===== src/rtl/led_pkg.sv =====
// Shared constants and scan state encoding for the LED scan controller.
package led_pkg;

  localparam int NUM_ROWS = 4;
  localparam int NUM_COLS = 4;

  typedef enum logic {
    BLANK = 1'b0,
    ON    = 1'b1
  } scan_state_t;

  // One-hot anode pattern for a given row index.
  function automatic logic [NUM_ROWS-1:0] row_onehot(input logic [1:0] row);
    logic [NUM_ROWS-1:0] v;
    v      = '0;
    v[row] = 1'b1;
    return v;
  endfunction

endpackage


===== src/rtl/led_scan_ctrl_if.sv =====
// Frame-load and LED-drive signals of the scan controller, bundled for the port list.
interface led_scan_ctrl_if;

  logic        en;
  logic [15:0] ledbits;
  logic [3:0]  brightness;
  logic        load;
  logic [3:0]  aled;
  logic [3:0]  kled_tri;
  logic        frame_sync;
  logic        pending;

  modport master (
    output en, ledbits, brightness, load,
    input  aled, kled_tri, frame_sync, pending
  );

  modport slave (
    input  en, ledbits, brightness, load,
    output aled, kled_tri, frame_sync, pending
  );

endinterface


===== src/rtl/led_dwell_timer.sv =====
// Blank and dwell counters for the scan FSM. Counters only ever return to zero
// on a phase change or a clear, never by rolling over.
module led_dwell_timer
  import led_pkg::*;
#(
  parameter int BLANK_CYC  = 64,
  parameter int DWELL_LOG2 = 12
) (
  input  logic                  clk,
  input  logic                  rst,
  input  logic                  clear,
  input  scan_state_t           state,
  output logic                  phase_done,
  output logic [DWELL_LOG2-1:0] dwell_next
);

  localparam int BLANK_W = $clog2(BLANK_CYC + 1);
  localparam logic [BLANK_W-1:0] BLANK_LAST = BLANK_W'(BLANK_CYC - 1);

  logic [BLANK_W-1:0]    blank_cnt;
  logic [BLANK_W-1:0]    blank_next;
  logic [DWELL_LOG2-1:0] dwell_cnt;

  // Terminal count of whichever phase the FSM is currently in.
  always_comb begin
    phase_done = 1'b0;
    if (state == BLANK) phase_done = (blank_cnt == BLANK_LAST);
    else                phase_done = (&dwell_cnt);
  end

  // Next counter values; the idle counter and a finished phase both return to zero.
  always_comb begin
    blank_next = '0;
    dwell_next = '0;
    if (!clear) begin
      if (state == BLANK) begin
        if (!phase_done) blank_next = blank_cnt + 1'b1;
      end else begin
        if (!phase_done) dwell_next = dwell_cnt + 1'b1;
      end
    end
  end

  // Counter registers.
  always_ff @(posedge clk) begin
    if (rst) begin
      blank_cnt <= '0;
      dwell_cnt <= '0;
    end else begin
      blank_cnt <= blank_next;
      dwell_cnt <= dwell_next;
    end
  end

endmodule


===== src/rtl/led_scan_ctrl.sv =====
// 4x4 LED matrix scanner: one anode row at a time with a blanking gap before
// each row, PWM on the cathodes, and a double-buffered frame that only swaps
// at the end of row 3 so a displayed frame is never mixed.
module led_scan_ctrl
  import led_pkg::*;
#(
  parameter int BLANK_CYC  = 64,
  parameter int DWELL_LOG2 = 12
) (
  input logic            clk,
  input logic            rst,
  led_scan_ctrl_if.slave bus
);

  localparam int ROW_W = $clog2(NUM_ROWS);

  scan_state_t           state_q, state_d;
  logic [ROW_W-1:0]      row_q, row_d;
  logic [15:0]           active_bits_q, active_bits_d;
  logic [3:0]            active_bright_q, active_bright_d;
  logic [15:0]           shadow_bits_q, shadow_bits_d;
  logic [3:0]            shadow_bright_q, shadow_bright_d;
  logic                  pending_q, pending_d;
  logic                  frame_sync_q, frame_sync_d;
  logic [NUM_ROWS-1:0]   aled_q, aled_d;
  logic [NUM_COLS-1:0]   kled_q, kled_d;
  logic                  phase_done;
  logic                  boundary;
  logic                  duty_on;
  logic                  scan_clear;
  logic [DWELL_LOG2-1:0] dwell_next;

  assign scan_clear = !bus.en;

  led_dwell_timer #(
    .BLANK_CYC  (BLANK_CYC),
    .DWELL_LOG2 (DWELL_LOG2)
  ) u_timer (
    .clk        (clk),
    .rst        (rst),
    .clear      (scan_clear),
    .state      (state_q),
    .phase_done (phase_done),
    .dwell_next (dwell_next)
  );

  // Scan FSM: blank gap, then row dwell, then on to the next row; en low parks it at row 0.
  always_comb begin
    state_d  = state_q;
    row_d    = row_q;
    boundary = 1'b0;
    if (!bus.en) begin
      state_d = BLANK;
      row_d   = '0;
    end else if (phase_done) begin
      if (state_q == BLANK) begin
        state_d = ON;
      end else begin
        state_d  = BLANK;
        row_d    = row_q + 1'b1;
        boundary = (row_q == ROW_W'(NUM_ROWS - 1));
      end
    end
  end

  // Frame buffers: loads fill the shadow, the frame boundary moves it to active.
  always_comb begin
    shadow_bits_d   = shadow_bits_q;
    shadow_bright_d = shadow_bright_q;
    active_bits_d   = active_bits_q;
    active_bright_d = active_bright_q;
    pending_d       = pending_q;
    frame_sync_d    = 1'b0;
    if (boundary && pending_q) begin
      active_bits_d   = shadow_bits_q;
      active_bright_d = shadow_bright_q;
      frame_sync_d    = 1'b1;
      pending_d       = 1'b0;
    end
    if (bus.load) begin
      shadow_bits_d   = bus.ledbits;
      shadow_bright_d = bus.brightness;
      pending_d       = 1'b1;
    end
  end

  // Drive values for the coming cycle, so the output flops line up with the FSM state.
  always_comb begin
    aled_d  = '0;
    kled_d  = '0;
    duty_on = (dwell_next[DWELL_LOG2-1 -: 4] < active_bright_d);
    if (state_d == ON) begin
      aled_d = row_onehot(row_d);
      for (int c = 0; c < NUM_COLS; c++) begin
        kled_d[c] = active_bits_d[{row_d, 2'(c)}] & duty_on;
      end
    end
  end

  // State, buffer and output registers.
  always_ff @(posedge clk) begin
    if (rst) begin
      state_q         <= BLANK;
      row_q           <= '0;
      active_bits_q   <= '0;
      active_bright_q <= 4'hF;
      shadow_bits_q   <= '0;
      shadow_bright_q <= 4'hF;
      pending_q       <= 1'b0;
      frame_sync_q    <= 1'b0;
      aled_q          <= '0;
      kled_q          <= '0;
    end else begin
      state_q         <= state_d;
      row_q           <= row_d;
      active_bits_q   <= active_bits_d;
      active_bright_q <= active_bright_d;
      shadow_bits_q   <= shadow_bits_d;
      shadow_bright_q <= shadow_bright_d;
      pending_q       <= pending_d;
      frame_sync_q    <= frame_sync_d;
      aled_q          <= aled_d;
      kled_q          <= kled_d;
    end
  end

  assign bus.aled       = aled_q;
  assign bus.kled_tri   = kled_q;
  assign bus.frame_sync = frame_sync_q;
  assign bus.pending    = pending_q;

endmodule


===== src/flat_wrapper.sv =====
// flat-port wrapper written by rule: the top's interface ports become plain ports
module led_scan_ctrl_flat import led_pkg::*;
#(
  parameter int BLANK_CYC  = 64,
  parameter int DWELL_LOG2 = 12
)
  (clk, rst, bus_en, bus_ledbits, bus_brightness, bus_load, bus_aled, bus_kled_tri, bus_frame_sync, bus_pending);
  led_scan_ctrl_if bus_i ();
  input logic clk;
  input logic rst;
  input wire logic [$bits(bus_i.en)-1:0] bus_en;
  input wire logic [$bits(bus_i.ledbits)-1:0] bus_ledbits;
  input wire logic [$bits(bus_i.brightness)-1:0] bus_brightness;
  input wire logic [$bits(bus_i.load)-1:0] bus_load;
  output wire logic [$bits(bus_i.aled)-1:0] bus_aled;
  output wire logic [$bits(bus_i.kled_tri)-1:0] bus_kled_tri;
  output wire logic [$bits(bus_i.frame_sync)-1:0] bus_frame_sync;
  output wire logic [$bits(bus_i.pending)-1:0] bus_pending;
  assign bus_i.en = bus_en;
  assign bus_i.ledbits = bus_ledbits;
  assign bus_i.brightness = bus_brightness;
  assign bus_i.load = bus_load;
  assign bus_aled = bus_i.aled;
  assign bus_kled_tri = bus_i.kled_tri;
  assign bus_frame_sync = bus_i.frame_sync;
  assign bus_pending = bus_i.pending;
  led_scan_ctrl #(.BLANK_CYC(BLANK_CYC), .DWELL_LOG2(DWELL_LOG2)) u_core (.clk(clk), .rst(rst), .bus(bus_i));
endmodule

===== config.mk =====
export PLATFORM = sky130hd
export DESIGN_NAME = led_scan_ctrl_flat
export DESIGN_NICKNAME = d
export VERILOG_FILES = /design/src/rtl/led_pkg.sv /design/src/rtl/led_scan_ctrl_if.sv /design/src/rtl/led_dwell_timer.sv /design/src/rtl/led_scan_ctrl.sv /design/src/flat_wrapper.sv
export SDC_FILE = /design/constraint.sdc
export NUM_CORES = 1
export LEC_CHECK = 0
export CORE_ASPECT_RATIO = 1.4
export CORE_MARGIN = 2
export CORE_UTILIZATION = 60
export CTS_BUF_LIST = sky130_fd_sc_hd__clkbuf_8
export CTS_CLUSTER_DIAMETER = 120
export DETAILED_ROUTE_END_ITERATION = 10
export PLACE_DENSITY = 0.92
export SYNTH_ARGS = -nofsm -noshare
export SYNTH_HDL_FRONTEND = slang
export SYNTH_SLANG_ARGS = --single-unit

===== constraint.sdc =====
create_clock -name clk -period 8.5 [get_ports clk]
set_clock_uncertainty 0.15 [all_clocks]
set_input_delay 1.7 -clock clk [delete_from_list [all_inputs] [get_ports clk]]
set_output_delay 1.7 -clock clk [all_outputs]
set_load 0.01 [all_outputs]

==> impl_metrics.yaml, run 1 <==
setup_path:
  endpoint_kind: "flip-flop"
  worst-setup-path-type: "in2reg"
  path_max_fanout: 21
  crit_required_ns: 8.64
  r2r_slack_ns: 4.95
  arrival_ns: 5.11
  critPathLaunchType: "input port"
  cp_top_family: "simple AND/OR/NAND/NOR gates"
  critPathSlowestCell: "clkdlybuf4s50_1"
  critical_path_buf_inv_count: 2
  r2r_end: "u_core.bus.kled_tri[1]"
  r2r-start: "u_core.row_q[0]"
  cp_cell_sequence: "clkdlybuf4s50_1 -> nand4_1 -> nor4_4 -> buf_4 -> mux2i_1 -> ha_1 -> o21a_1 -> o21ai_0 -> a211oi_2 -> nor4b_4 -> and3_1"
  reg2reg_depth: 11
  slowest_delay_ns: 0.73
global_route:
  globalRouteOverflowTotal: 0
  grt_pass1_vias: 2166
  grt_max_degree: 48
  grt_pass1_wl_um: 9694
  globalRouteTotalUtil_pct: 22.61
  antenna_found_initial: 0
floorplanning:
  die_h_um: 87.88
  core.rowCount: 30
  fp.coreArea_mm2: 0.004842
  io_pins: 34
  die_x_um: 63.92
  design.die.area_mm2: 0.005617
  initial_core_util_pct: 62.27
place:
  gp_congestion: 0.8582
  port_buffers: 33
  dpl.hpwl_um: 3880
clocking:
  cts_hold_buf: 0
  cts_resized: 0
  cts_inserted_buffers: 9
  clk_path_buf_depth: 2
  cts_setup_buffers: 0
  cts_tree: "done"
  htree_levels: 3
  clk_latency_ns: 0.35
  cts-root-buf: "clkbuf_8"
  clk_pin_slew_worst_paths_ns: 0.07
  clkSinkCount: 72
sta:
  maxSlewHeadroom_pct: 64.74
  timing.fmax_mhz: 201.3
  finalSetupViolCount: 0
  min_period_over_period_pct: 58.43
  hold_ws_ns: 0.3021
  worstMarginPinSlew_ns: 0.5221
  hold_viol: 0
  grt_setup_unrepaired: "false"
  setup_tns_ns: 0
  slew_viol_final: 0
  fin_crit_ns: 4.967
min_path:
  holdPathStages: 1
  min_path_type: "reg2reg"
  min_to: "u_core.u_timer.dwell_cnt[0]"
  hold_start: "u_core.u_timer.dwell_cnt[0]"
drt:
  wire_per_inst_um: 14.55
  drt_pre_antenna_iters: 4
  vias: 2242
  drtIter0Drc: 126
  drtAntennaViolNets: 0
  drcViolationCount: 0
  vias_per_cell: 5.619
  routed_wl_um: 5805
finish:
  nNetsFinal: 361
  fillers: 331
  drive_gt1_share_pct: 9.254
  syn2layout_area_growth_pct: 19.21
  final_common_cell: "dfxtp_1"
  antenna_cells: 0
  multi_input_area_mm2: 0.001483
  layout_common_cells: "dfxtp_1, nor2_1, mux2i_1"
  regArea_mm2: 0.001441
power_and_ir_drop:
  leakagePower_nw: 1.384
  p_total_uw: 673.9
  ir_drop_v: 0.0001512
  p_per_area_mw_per_mm2: 187.5
synth:
  synth-main-ff-cell: "dfxtp_1"
  synth_warnings: 0
  synthCells: 297
  syn-num-nets: 327
  avgSynthCellArea_um2: 10.15
  ys_ff_latch: 72
  syn-cell-area_mm2: 0.003015
  synth_edf_count: 0
  async_reset_ff_share_pct: 0
  ys_types: 47
  ys_seq_area_share_pct: 47.80
status:
  status: "finished clean"
flow_run:
  maxCapViolCount: 0
## metrics by stage
| step | utilization (%) | cell area [um2] | worst slack [ns] | instances |
|---|---|---|---|---|
| 6_report | 74.24 | 3595 | 3.533 | 399 |
| 5_1_grt | 74.24 | 3595 | 3.367 | 399 |
| 4_1_cts | 74.24 | 3595 | 3.561 | 399 |
| 3_5_place_dp | 69.72 | 3376 | 3.257 | 384 |
| 3_3_place_gp | 69.72 | 3376 | 3.445 | 384 |
| 2_1_floorplan | - | 3015 | 4.309 | 297 |
## cells in the mapped netlist, types with 3 or more instances
| master | count | area share [%] |
|---|---|---|
| and3_1 | 9 | 1.9 |
| nor2_1 | 56 | 7.0 |
| mux2_2 | 3 | 1.1 |
| dfxtp_1 | 72 | 48 |
| a22oi_1 | 6 | 1.5 |
| o21ai_0 | 3 | 0.50 |
| nand2_1 | 8 | 1.0 |
| a21oi_1 | 4 | 0.66 |
| ha_1 | 6 | 2.5 |
| mux2i_1 | 37 | 12 |
| nor2b_1 | 9 | 1.9 |
| xor2_1 | 4 | 1.2 |
| a211o_1 | 5 | 1.5 |
| nand2b_1 | 4 | 0.83 |
| xnor2_1 | 9 | 2.6 |
| clkbuf_1 | 10 | 1.2 |
| inv_1 | 5 | 0.62 |
| nand3_1 | 10 | 1.7 |
## final cells by class
| cell class | count | share of cell area (%) |
|---|---|---|
| clock buffer | 10 | 3.829 |
| clock inverter | 5 | 2.262 |
| inverter | 5 | 0.5221 |
| multi-input combinational | 207 | 41.25 |
| sequential | 72 | 40.10 |
| tap | 64 | 2.228 |
| timing repair buffer | 36 | 9.816 |
## routing by layer
metal  wire length (um)  GRT usage, %  up-vias  part of all wire (%)
li1                   -             -     1109                     -
met1               2418         26.79     1047                    42
met2               2928         36.65       72                    50
met3                287         6.941       14                   4.9
met4                171         12.25        0                   2.9
met5                  0             0        -                     0
## sequential cells by signal, summed over array words and instances (netlist names), 2 cells and up
register,cells
u_core.active_bright_q,4
u_core.shadow_bright_q,4
u_core.shadow_bits_q,16
u_core.u_timer.dwell_cnt,12
u_core.active_bits_q,16
u_core.u_timer.blank_cnt,7
u_core.bus.kled_tri,4
u_core.row_q,2
u_core.bus.aled,4
## worst register-to-register path: stages, from the launching register on
cell,delay [ns]
dfxtp_1,0.50
ha_1,0.23
nand4_1,0.22
nor4_4,0.28
buf_4,0.36
mux2i_1,0.31
ha_1,0.29
o21a_1,0.17
o21ai_0,0.27
a211oi_2,0.10
nor4b_4,0.38
and3_1,0.22
## where the power goes
group	total (mW)	switching (mW)	internal (mW)
Sequential	0.348	0.00399	0.344
Clock	0.296	0.124	0.171
Combinational	0.0303	0.0126	0.0176
Total	0.674	0.141	0.533
## worst max path at each step
stage                                   endpoint  cells past startpoint  slack (ns)   start
after floorplan           u_core.bus.kled_tri[2]                     11        4.31  bus_en
after global placement    u_core.bus.kled_tri[3]                     11        3.45  bus_en
after detailed placement  u_core.bus.kled_tri[3]                     11        3.26  bus_en
after CTS                 u_core.bus.kled_tri[1]                     11        3.56  bus_en
after global routing      u_core.bus.kled_tri[1]                     11        3.37  bus_en
final                     u_core.bus.kled_tri[1]                     11        3.53  bus_en
## cell families after synthesis
group / Yosys count / synth area share, %
simple gates: 116 / 20.95
compound gates: 32 / 8.547
xor+xnor: 13 / 3.776
fa+ha+maj: 6 / 2.490
flops: 72 / 47.80
buf+inv: 18 / 3.029
mux: 40 / 13.40
Power figures use the tool's default switching activity.
==> run 2: changes to the inputs <==
Settings changed: CORE_UTILIZATION 60 to 58, PLACE_DENSITY 0.92 to 0.9.
Clock period 8.5 ns to 5.1 ns, I/O delays scaled along.
==> impl_metrics.yaml, run 2 (same netlist as run 1, synthesis figures left out) <==
global_route:
  grt_pass1_wl_um: 9770
  globalRouteTotalUtil_pct: 22.66
  globalRouteOverflowTotal: 0
  grt_pass1_vias: 2102
  antenna_found_initial: 0
  grt_max_degree: 48
clocking:
  clk_path_buf_depth: 2
  clk_pin_slew_worst_paths_ns: 0.07
  cts_inserted_buffers: 9
  cts_resized: 0
  cts_setup_buffers: 0
  cts_hold_buf: 0
  cts-root-buf: "clkbuf_8"
  htree_levels: 3
  clk_latency_ns: 0.35
  clkSinkCount: 72
  cts_tree: "done"
power_and_ir_drop:
  ir_drop_v: 0.0002313
  leakagePower_nw: 1.393
  p_per_area_mw_per_mm2: 314.0
status:
  status: "finished clean"
finish:
  drive_gt1_share_pct: 8.955
  syn2layout_area_growth_pct: 19.34
  fin_cells: 401
  top_regs: "u_core.active_bits_q (16), u_core.shadow_bits_q (16), u_core.u_timer.dwell_cnt (12)"
  nNetsFinal: 361
  layout_common_cells: "dfxtp_1, nor2_1, mux2i_1"
  final_area_mm2: 0.003598
  antenna_cells: 0
  final_common_cell: "dfxtp_1"
sta:
  min_period_over_period_pct: 80.59
  setup_tns_ns: 0
  slew_viol_final: 0
  worstMarginPinSlew_ns: 0.5838
  maxSlewHeadroom_pct: 60.57
  fin_crit_ns: 4.110
  grt_setup_unrepaired: "false"
  timing.fmax_mhz: 243.3
  finalSetupViolCount: 0
  hold_viol: 0
setup_path:
  critPathLaunchType: "input port"
  worst-setup-path-type: "in2reg"
  endpoint_kind: "flip-flop"
  path_max_fanout: 16
  critPathSlowestCell: "clkdlybuf4s50_1"
  crit_required_ns: 5.24
  cp_cell_sequence: "clkdlybuf4s50_1 -> nand4_1 -> nor4_4 -> buf_4 -> mux2i_1 -> ha_1 -> o21ai_0 -> a211oi_2 -> nor4b_4 -> and3_1"
  arrival_ns: 4.25
  slowest_delay_ns: 0.73
floorplanning:
  core.rowCount: 31
  initial_core_util_pct: 59.34
  design.die.area_mm2: 0.005800
  die_x_um: 64.94
  io_pins: 34
  die_h_um: 89.32
  fp.coreArea_mm2: 0.005081
drt:
  drtAntennaViolNets: 0
  drt_pre_antenna_iters: 4
  drtIter0Drc: 172
  vias_per_cell: 5.449
  drcViolationCount: 0
  routed_wl_um: 5852
  vias: 2185
  wire_per_inst_um: 14.59
flow_run:
  maxCapViolCount: 0
place:
  placed_cells: 386
  port_buffers: 33
  gp_congestion: 0.8388
  placed_area_mm2: 0.003378
  dpl.hpwl_um: 4009
min_path:
  min_path_type: "reg2reg"
-- run 2: final cells by class --
class | instances | area [um2]
Clock inverter | 4 | 68.82
Fill cell | 369 | 1483
Clock buffer | 11 | 151.4
Multi-Input combinational cell | 207 | 1483
Inverter | 5 | 18.77
Timing Repair Buffer | 36 | 352.8
Tap cell | 66 | 82.58
Sequential cell | 72 | 1441
-- run 2: path summary, 6_finish.rpt --
path,from,endpoint,slack [ns],depth (start not counted)
worst max-delay path,bus_en,u_core.bus.kled_tri[1],0.99,10
worst min-delay path,u_core.u_timer.blank_cnt[0],u_core.u_timer.blank_cnt[0],0.30,1
worst max register to register,u_core.row_q[0],u_core.bus.kled_tri[1],1.77,10
worst min register to register,u_core.u_timer.blank_cnt[0],u_core.u_timer.blank_cnt[0],0.30,1
-- run 2: per-stage QoR --
| stage | total power [mW] | util [%] | setup slack (ns) | hold WS, ns |
|---|---|---|---|---|
| global placement | 0.6412 | 66.49 | 0.7720 | 0.2721 |
| global route | 1.168 | 70.82 | 0.8073 | 0.3256 |
| finish | 1.130 | 70.82 | 0.9899 | 0.2982 |
| detailed placement | 0.6432 | 66.49 | 0.6511 | 0.2833 |
| floorplan | 0.6174 | - | 1.589 | 0.2632 |
| CTS | 1.135 | 70.82 | 0.9921 | 0.2989 |
-- run 2: worst max-delay path, delay by kind of cell --
kind,cells,cell delay (ns)
simple gates,4,1.35
fa+ha+maj,1,0.26
mux,1,0.27
buf+inv,2,1.10
compound gates,2,0.26
-- run 2: power breakdown --
part	switching (mW)	total, mW	internal [mW]
Combinational	0.0207	0.0500	0.0293
Sequential	0.00703	0.580	0.573
Clock	0.203	0.500	0.297
-- run 2: per-layer routing --
metal  wire length [um]  track usage, %  up-vias  share of wire (%)
met5                  0               0        -                  0
met4                140           12.38        0                2.4
met3                253           5.542       15                4.3
met2               2965           37.77       53                 51
met1               2492           26.91     1013                 43
li1                   -               -     1104                  -
